## src/rtl/alu_pkg.sv

```systemverilog
// Shared EX-stage definitions: datapath widths, ALU op codes and mul/div FSM states.
package alu_pkg;

  localparam int unsigned XLEN = 32;
  localparam int unsigned OPW  = 6;
  localparam int unsigned CNTW = $clog2(XLEN);

  localparam logic [OPW-1:0] ALU_ADD   = OPW'(0);
  localparam logic [OPW-1:0] ALU_SUB   = OPW'(1);
  localparam logic [OPW-1:0] ALU_AND   = OPW'(2);
  localparam logic [OPW-1:0] ALU_OR    = OPW'(3);
  localparam logic [OPW-1:0] ALU_SLT   = OPW'(4);
  localparam logic [OPW-1:0] ALU_XOR   = OPW'(5);
  localparam logic [OPW-1:0] ALU_NOR   = OPW'(6);
  localparam logic [OPW-1:0] ALU_SLL   = OPW'(7);
  localparam logic [OPW-1:0] ALU_SRL   = OPW'(8);
  localparam logic [OPW-1:0] ALU_SRA   = OPW'(9);
  localparam logic [OPW-1:0] ALU_MULT  = OPW'(10);
  localparam logic [OPW-1:0] ALU_MULTU = OPW'(11);
  localparam logic [OPW-1:0] ALU_DIV   = OPW'(12);
  localparam logic [OPW-1:0] ALU_DIVU  = OPW'(13);
  localparam logic [OPW-1:0] ALU_MFHI  = OPW'(14);
  localparam logic [OPW-1:0] ALU_MFLO  = OPW'(15);

  typedef enum logic [1:0] {
    MD_IDLE = 2'd0,
    MD_MUL  = 2'd1,
    MD_DIV  = 2'd2,
    MD_DONE = 2'd3
  } md_state_t;

endpackage

```

## src/rtl/muldiv_iter.sv

```systemverilog
// Iterative multiply / restoring divide with HI/LO registers, one step per cycle.
// Divider datapath is present only when EX_DIV_EN is defined; otherwise DIV/DIVU are ignored.
module muldiv_iter
  import alu_pkg::*;
(
  input  logic            clk,
  input  logic            rst,
  input  logic            start,
  input  logic [OPW-1:0]  op,
  input  logic [XLEN-1:0] a,
  input  logic [XLEN-1:0] b,
  output logic [XLEN-1:0] hi,
  output logic [XLEN-1:0] lo,
  output logic            busy
);

  md_state_t         state, state_nxt;
  logic [CNTW-1:0]   cnt;
  logic [2*XLEN-1:0] acc;
  logic [2*XLEN-1:0] prod_fix;
  logic [XLEN-1:0]   opnd;
  logic [XLEN-1:0]   mag_a;
  logic [XLEN-1:0]   mag_b;
  logic [XLEN:0]     mul_sum;
  logic              neg_lo;
  logic              sgn;
  logic              go_mul;
  logic              go_div;

  assign sgn    = (op == ALU_MULT) || (op == ALU_DIV);
  assign go_mul = start && ((op == ALU_MULT) || (op == ALU_MULTU));
  assign mag_a  = (sgn && a[XLEN-1]) ? -a : a;
  assign mag_b  = (sgn && b[XLEN-1]) ? -b : b;

  // Multiply: acc = {partial product, remaining multiplier bits}
  assign mul_sum  = {1'b0, acc[2*XLEN-1:XLEN]} + (acc[0] ? {1'b0, opnd} : {(XLEN+1){1'b0}});
  assign prod_fix = neg_lo ? -acc : acc;

`ifdef EX_DIV_EN
  logic          md_div;
  logic          neg_hi;
  logic [XLEN:0] div_sh;
  logic          div_ge;
  logic [XLEN-1:0] div_rem;

  assign go_div  = start && ((op == ALU_DIV) || (op == ALU_DIVU));
  // Divide: acc = {partial remainder, dividend bits shifting into quotient}
  assign div_sh  = {acc[2*XLEN-1:XLEN], acc[XLEN-1]};
  assign div_ge  = div_sh >= {1'b0, opnd};
  assign div_rem = div_ge ? XLEN'(div_sh - {1'b0, opnd}) : div_sh[XLEN-1:0];
`else
  assign go_div  = 1'b0;
`endif

  always_ff @(posedge clk) begin
    if (rst) state <= MD_IDLE;
    else     state <= state_nxt;
  end

  always_comb begin
    state_nxt = state;
    case (state)
      MD_IDLE: begin
        if (go_mul)      state_nxt = MD_MUL;
        else if (go_div) state_nxt = MD_DIV;
      end
      MD_MUL, MD_DIV: if (cnt == CNTW'(XLEN-1)) state_nxt = MD_DONE;
      default:        state_nxt = MD_IDLE;
    endcase
  end

  always_ff @(posedge clk) begin
    if (rst) begin
      cnt    <= '0;
      acc    <= '0;
      opnd   <= '0;
      neg_lo <= 1'b0;
      hi     <= '0;
      lo     <= '0;
      busy   <= 1'b0;
`ifdef EX_DIV_EN
      md_div <= 1'b0;
      neg_hi <= 1'b0;
`endif
    end else begin
      busy <= (state_nxt != MD_IDLE);
      case (state)
        MD_IDLE: begin
          if (go_mul || go_div) begin
            cnt    <= '0;
            opnd   <= mag_b;
            acc    <= {{XLEN{1'b0}}, mag_a};
            neg_lo <= sgn && (a[XLEN-1] ^ b[XLEN-1]);
`ifdef EX_DIV_EN
            neg_hi <= sgn && a[XLEN-1];
            md_div <= go_div;
`endif
          end
        end
        MD_MUL: begin
          cnt <= cnt + CNTW'(1);
          acc <= {mul_sum, acc[XLEN-1:1]};
        end
`ifdef EX_DIV_EN
        MD_DIV: begin
          cnt <= cnt + CNTW'(1);
          acc <= {div_rem, acc[XLEN-2:0], div_ge};
        end
`endif
        MD_DONE: begin
`ifdef EX_DIV_EN
          if (md_div) begin
            // Zero divisor leaves remainder = |dividend|; sign restore yields the dividend
            hi <= neg_hi ? -acc[2*XLEN-1:XLEN] : acc[2*XLEN-1:XLEN];
            lo <= (opnd == '0) ? '1 : (neg_lo ? -acc[XLEN-1:0] : acc[XLEN-1:0]);
          end else
`endif
          {hi, lo} <= prod_fix;
        end
        default: ;
      endcase
    end
  end

endmodule

```

## src/rtl/ex_alu_stage.sv

```systemverilog
// EX-stage execute unit: ALU mux, HI/LO hazard stall and EX/MEM pipeline register.
// Optional EX_DIV_EN enables the iterative divider inside muldiv_iter.
module ex_alu_stage
  import alu_pkg::*;
(
  input  logic            clk,
  input  logic            rst,
  input  logic            ex_valid,
  input  logic [OPW-1:0]  alu_op,
  input  logic [XLEN-1:0] src_a,
  input  logic [XLEN-1:0] src_b,
  input  logic [4:0]      shamt,
  input  logic [4:0]      rd_in,
  input  logic            flush,
  output logic            stall_req,
  output logic            mem_valid,
  output logic [XLEN-1:0] mem_result,
  output logic [4:0]      mem_rd,
  output logic            md_busy
);

  logic            hilo_op;
  logic            md_op;
  logic            issue;
  logic            slt_res;
  logic [XLEN-1:0] hi;
  logic [XLEN-1:0] lo;
  logic [XLEN-1:0] alu_res;

  assign hilo_op   = (alu_op >= ALU_MULT) && (alu_op <= ALU_MFLO);
  assign md_op     = hilo_op && (alu_op <= ALU_DIVU);
  assign stall_req = ex_valid && !flush && md_busy && hilo_op;
  assign issue     = ex_valid && !flush && !stall_req;
  assign slt_res   = $signed(src_a) < $signed(src_b);

  always_comb begin
    alu_res = '0;
    case (alu_op)
      ALU_ADD:  alu_res = src_a + src_b;
      ALU_SUB:  alu_res = src_a - src_b;
      ALU_AND:  alu_res = src_a & src_b;
      ALU_OR:   alu_res = src_a | src_b;
      ALU_SLT:  alu_res = {{(XLEN-1){1'b0}}, slt_res};
      ALU_XOR:  alu_res = src_a ^ src_b;
      ALU_NOR:  alu_res = ~(src_a | src_b);
      ALU_SLL:  alu_res = src_b << shamt;
      ALU_SRL:  alu_res = src_b >> shamt;
      ALU_SRA:  alu_res = XLEN'($signed(src_b) >>> shamt);
      ALU_MFHI: alu_res = hi;
      ALU_MFLO: alu_res = lo;
      default:  alu_res = '0;
    endcase
  end

  muldiv_iter u_muldiv (
    .clk   (clk),
    .rst   (rst),
    .start (issue && md_op),
    .op    (alu_op),
    .a     (src_a),
    .b     (src_b),
    .hi    (hi),
    .lo    (lo),
    .busy  (md_busy)
  );

  // Mul/div issue occupies the slot but never writes a GPR
  always_ff @(posedge clk) begin
    if (rst) begin
      mem_valid  <= 1'b0;
      mem_result <= '0;
      mem_rd     <= '0;
    end else begin
      mem_valid <= issue;
      if (issue) begin
        mem_result <= md_op ? '0 : alu_res;
        mem_rd     <= md_op ? 5'd0 : rd_in;
      end
    end
  end

endmodule

```

## config.mk

```make
export PLATFORM = sky130hd
export DESIGN_NAME = ex_alu_stage
export DESIGN_NICKNAME = d
export VERILOG_FILES = /design/src/rtl/alu_pkg.sv /design/src/rtl/muldiv_iter.sv /design/src/rtl/ex_alu_stage.sv
export SDC_FILE = /design/constraint.sdc
export NUM_CORES = 1
export LEC_CHECK = 0
export BUFFER_PORTS_ARGS = -buffer_cell sky130_fd_sc_hd__buf_4
export CAP_MARGIN = 10
export CELL_PAD_IN_SITES_DETAIL_PLACEMENT = 0
export CELL_PAD_IN_SITES_GLOBAL_PLACEMENT = 1
export CORE_AREA = 2 2 215 217
export CTS_CLUSTER_SIZE = 24
export DETAILED_ROUTE_END_ITERATION = 10
export DIE_AREA = 0 0 217 219
export HOLD_SLACK_MARGIN = 0.05
export PLACE_DENSITY = 0.93
export RECOVER_POWER = 100
export SYNTH_ARGS = -nofsm -noshare
export SYNTH_HDL_FRONTEND = slang
export SYNTH_SLANG_ARGS = --single-unit
```

## constraint.sdc

```tcl
create_clock -name clk -period 3.6 [get_ports clk]
set_input_delay 0.18 -clock clk [delete_from_list [all_inputs] [get_ports clk]]
set_output_delay 0.18 -clock clk [all_outputs]
set_load 0.1 [all_outputs]
```

* Word level (Yosys, flattened, before mapping)
Cells that the tools add are included.
W data, S select, Z words.
** Storage, ports and cells
- Bits in registers :: 207
- Input port bits :: 84
- Output and inout port bits :: 40
** Cells by class
- $add $sub $neg :: 7
- $lt $le $gt $ge :: 4
- Eq/ne operators :: 19
- Shift-type cells :: 3
- Multiplexer cells :: 14
- Bitwise operators :: 5
- Reductions and logical operators :: 22
** Operator list (number)
- $pmux W32 S12 :: 1
- $mux W32 :: 4
- $mux W64 :: 2
- $pmux W64 S2 :: 1
- $neg A32 Y32 :: 2
- $neg A64 Y64 :: 1
- $eq A6 B4 Y1 const B :: 7
- $add A32 B33 Y33 :: 1
- $add A32 B32 Y32 :: 1
- $and A32 B32 Y32 :: 1
- $lt A32 B32 Y1 :: 1
- $not A32 Y32 :: 1
- $or A32 B32 Y32 :: 1
- $shl A32 B5 Y32 :: 1
- $shr A32 B5 Y32 :: 1
- $sshr A32 B5 Y32 :: 1
- $sub A32 B32 Y32 :: 1
- $xor A32 B32 Y32 :: 1
- $eq A6 B3 Y1 const B :: 4
- $eq A6 B2 Y1 const B :: 2
- $le A6 B4 Y1 const B :: 2
- $logic_and A1 B1 Y1 :: 11
- $mux W5 :: 2
- $pmux W5 S2 :: 1
- other kinds (17) :: 23

* Longest topological paths before layout
- Depth in word-level cells :: 11
- Mapped depth :: 15
- Gate-level depth less buffers :: 14

* Modules after synthesis
A second synthesis with hierarchy kept.
** Unflattened totals
- Cell total of the unflattened synthesis :: 2833
- Area, all modules :: 21149.0 um2
** Modules (own cells, without submodules)
- ex_alu_stage :: times used 1, cells an instance 1531, area each 10700.3 um2
- muldiv_iter :: times used 1, cells an instance 1302, area each 10448.8 um2

* Least setup slack after synthesis
No wires, ideal clock.
- Path type :: flip-flop to output port
- Start point :: register u_muldiv.busy
- End point :: output stall_req
- Data arrival time :: 4.038 ns
- Setup slack :: -0.618 ns
- Cell stages (with the launch flop) :: 3
- Buffers on the path :: 0
- Cell sequence :: dfxtp_1 > nand2_1 > nor4_1
** Between the ends
- Longest elaborated chain between the ends :: 2
** Ends and longest elaborated chain
- start: declaration :: line muldiv_iter.sv:14 : output logic busy
- start signal: assignment :: line muldiv_iter.sv:86 : busy <= (state_nxt != MD_IDLE);
- $logic_and A1 B1 Y1 (2 in a row) :: line ex_alu_stage.sv:32 : assign stall_req = ex_valid && !flush && md_busy && hilo_op;
- end: declaration :: line ex_alu_stage.sv:15 : output logic stall_req,
No other way between the ends.

* Worst setup path after layout
- Start point :: register u_muldiv.acc[9]
- End point :: register u_muldiv.hi[31]
** Between the ends
- Longest elaborated chain between the ends :: 2
** Ends and longest elaborated chain
- start: declaration :: line muldiv_iter.sv:19 : logic [2*XLEN-1:0] acc;
- start signal: assignment :: line muldiv_iter.sv:92 : acc <= {{XLEN{1'b0}}, mag_a};
- start signal: assignment :: line muldiv_iter.sv:102 : acc <= {mul_sum, acc[XLEN-1:1]};
- $neg A64 Y64 :: line muldiv_iter.sv:37 : assign prod_fix = neg_lo ? -acc : acc;
- $mux W64 :: line muldiv_iter.sv:37
- end signal: assignment :: line muldiv_iter.sv:118 : {hi, lo} <= prod_fix;
- end: declaration :: line muldiv_iter.sv:12 : output logic [XLEN-1:0] hi,
No other way between the ends.
A chain may end at the register's enable or synchronous reset.

==> metrics.md <==
| Metric | Value |
|---|---|
| Status | completed |
| Worst relative slew slack | 12.8% |
| Avg WL per Cell | 28.8 µm |
| Post-synth EDFFs | 0 |
| Drt first pass iters | 8 |
| Crit path buf inv count | 0 |
| H-tree depth | 1 |
| Setup TNS Final | 0 ns |
| Commonest non-fill, non-tap cell in the layout | nor2_1 |
| Hold crit path type | input port to register |
| Top cell family by delay on the critical path | simple AND/OR/NAND/NOR gates |
| WS Path Type | register to register |
| DRT iter0 DRCs | 3493 |
| Min Clock Period, post-route | 3.48 ns |
| Clock transition at path regs | 0.06 ns |
| Hold Violations, Final | 0 |
| Largest net degree at the start of global routing | 83 |
| Die footprint | 47500 µm² |
| Max Cap Viol | 0 |
| Ratio of cells with drive above 1 in the final layout | 14.0% |
| GR Util All Layers | 42.4% |
| Vias | 24.2k |
| Total number of yosys warnings | 0 |
| Initial Util | 46.5% |
| Slew @ Worst Pin | 1.31 ns |
| Post-synth ARST share | 0% |
| Chip Height | 219 µm |
| Routed vias/inst | 6.71 |
| Sequential fraction of the synthesis area | 19.8% |
| CTS Buffer Depth | 3 |
| CP max FO | 7 |
| TritonCTS clock tree | built |
| Most common flop cell mapped by yosys | dfxtp_1 |
| Clock Skew | 0.0147 ns |
| Fin crit share | 96.8% |
| Syn_area_per_cell | 7.29 µm² |
| Mapped Area | 21000 µm² |
| Slowest cell on crit path | or4_4 |
| Antenna viol nets, final | 0 |
| RSZ-0062 raised after global routing | true |
| Worst IR Drop VDD | 345 µV |
| Synth Net Count | 3107 |
| Die Width | 217 µm |
| GP Congestion | 1.05 |
| Critical Path, Cell by Cell | or4_4, nor4_4, nand3_1, or3_4, or2_4, nor2_1, nand3_1, o41ai_1, xor2_1, a211oi_1 |
| Final WL | 104000 µm |
| Initial antenna violation count | 10 |
| # nets final | 3228 |
| Core ar. | 45100 µm² |
| TritonCTS buffer count | 26 |
| Area added between synthesis and finish | 15.5% |
| Most frequent CP cell | nand3_1 |
| Crit path DAT | 3.95 ns |
| Critical path endpoint category | register |
| Clock Latency Late Sink | 0.57 ns |
| Max Slew Vio Count | 0 |
| Vias in the first global route | 22.3k |
| Pleak | 9.81 nW |
| Cell count after synthesis | 2876 |
| FP Rows | 78 |
| Yosys cell types | 77 |
| Root Driver | clkbuf_16 |
| DRC viols | 0 |
| #FFs+latches synth | 207 |
| Fmax | 287 MHz |
| GRT overflow | 0 |
| # setup viols final | 0 |
| Most frequent cells in the layout | nor2_1, nand2_1, buf_4, a21oi_1, o21ai_0 |
| I/O pin cnt | 124 |
| PwrDens | 295 nW/µm² |
| Setup crit start kind | register |
| Min Hold Slack | 0.0782 ns |
| Hpwl dp | 80700 µm |
| Buffers on Ports | 123 |
| Required time worst endpoint | 4.07 ns |
| Clk sinks | 207 |
| First-pass GRT wire length | 149000 µm |
| Slowest stage delay, CP | 0.62 ns |
## cells by family after synthesis
group	Yosys count	synth area share [%]
AO/OA/AOI/OAI	972	30.4
AND/OR/NAND/NOR	909	19.9
buffers and inverters	344	6.23
flip-flops	207	19.8
XOR/XNOR	155	6.48
adder cells (fa/ha/maj)	147	8.88
multiplexers	142	8.34
## per-stage QoR
step | worst slack [ns] | area (µm²) | instances | total power [mW] | util, %
2_1_floorplan | 0.398 | 21000 | 2876 | 3.48 | -
3_3_place_gp | 0.0409 | 23300 | 3559 | 4.27 | 51.7
3_5_place_dp | 0.0468 | 23300 | 3559 | 4.27 | 51.7
4_1_cts | 0.134 | 24300 | 3614 | 7.09 | 54.0
5_1_grt | -0.0890 | 24200 | 3616 | 7.33 | 53.7
6_report | 0.116 | 24200 | 3616 | 7.16 | 53.7
## path summary, 6_finish.rpt
kind                                     start                             end  slack (ns)  depth (start not counted)
setup / recovery  u_muldiv.acc[9]$_SDFFE_PP0P_    u_muldiv.hi[31]$_SDFFE_PP0N_        0.12                         10
hold / removal                       src_b[31]  u_muldiv.opnd[31]$_SDFFE_PP0P_        0.08                          3
setup reg to reg  u_muldiv.acc[9]$_SDFFE_PP0P_    u_muldiv.hi[31]$_SDFFE_PP0N_        0.12                         10
hold reg to reg    mem_result[22]$_SDFFE_PP0P_     mem_result[22]$_SDFFE_PP0P_        0.45                          2
## state kept, by name, indices dropped and copies added (netlist names)
register         count
u_muldiv.acc        64
mem_result          32
u_muldiv.hi         32
u_muldiv.lo         32
u_muldiv.opnd       32
mem_rd               5
u_muldiv.cnt         5
u_muldiv.state       2
mem_valid            1
u_muldiv.busy        1
u_muldiv.neg_lo      1
## final cells by class
cell class	count	area, µm²
multi-input cells	2325	15600
diodes	2	5.00
clock buffers	33	728
inverters	115	432
fillers	4459	20900
clock inverters	12	188
well taps	600	751
flip-flops and latches	207	4150
repair buffers	322	2370
## report_power, final
group | leakage (nW) | switching (mW) | internal (mW) | total [mW]
sequential | 1.67 | 0.00894 | 2.30 | 2.31
combinational | 7.71 | 1.33 | 0.667 | 2.00
clock | 0.430 | 1.13 | 1.72 | 2.84
total | 9.81 | 2.47 | 4.68 | 7.16
## synth_stat cells, drive strengths merged, types with 13 or more instances
library cell / n / area share, %
nor2: 316 / 5.7
nand2: 294 / 5.3
a21oi: 238 / 5.7
o21ai: 217 / 5.2
dfxtp: 207 / 20
clkbuf: 194 / 3.5
ha: 144 / 8.6
a211oi: 133 / 4.8
inv: 112 / 2.0
mux2i: 87 / 4.2
xor2: 79 / 3.3
xnor2: 76 / 3.2
nor3: 49 / 1.2
a21o: 45 / 1.6
o31ai: 42 / 1.6
and2: 41 / 1.2
o211ai: 40 / 1.4
buf: 35 / 0.70
nand3: 35 / 0.84
nand4: 33 / 0.98
mux2: 32 / 1.7
a22oi: 31 / 1.1
nor4: 30 / 0.97
a31oi: 26 / 0.78
nand2b: 24 / 0.79
mux4: 23 / 2.5
a221oi: 22 / 0.92
nor2b: 19 / 0.57
o21bai: 18 / 0.64
o41ai: 18 / 0.75
a222oi: 17 / 0.81
or3: 17 / 0.58
or2: 15 / 0.46
a311oi: 13 / 0.54
or4: 13 / 0.50
## tightest hold or removal path, cell delays in order
cell,delay [ns]
buf_4,0.21
nand3_1,0.11
a21oi_1,0.07
## per-layer routing
metal | up-vias | track usage [%] | routed length (µm)
met5 | - | 1.35 | 165
met1 | 11600 | 55.1 | 41300
met4 | 14 | 23.9 | 6960
li1 | 10800 | - | -
met3 | 326 | 10.2 | 11700
met2 | 1530 | 64.2 | 43900
## timing repair
item / CTS / global route
buffers inserted: 0 / 0
hold endpoints to repair: 22 / 0
gates resized for setup: 0 / 6
setup endpoints to repair: 0 / 14
hold buffers: 10 / 0
No activity file was read; power rests on OpenSTA's default activity.
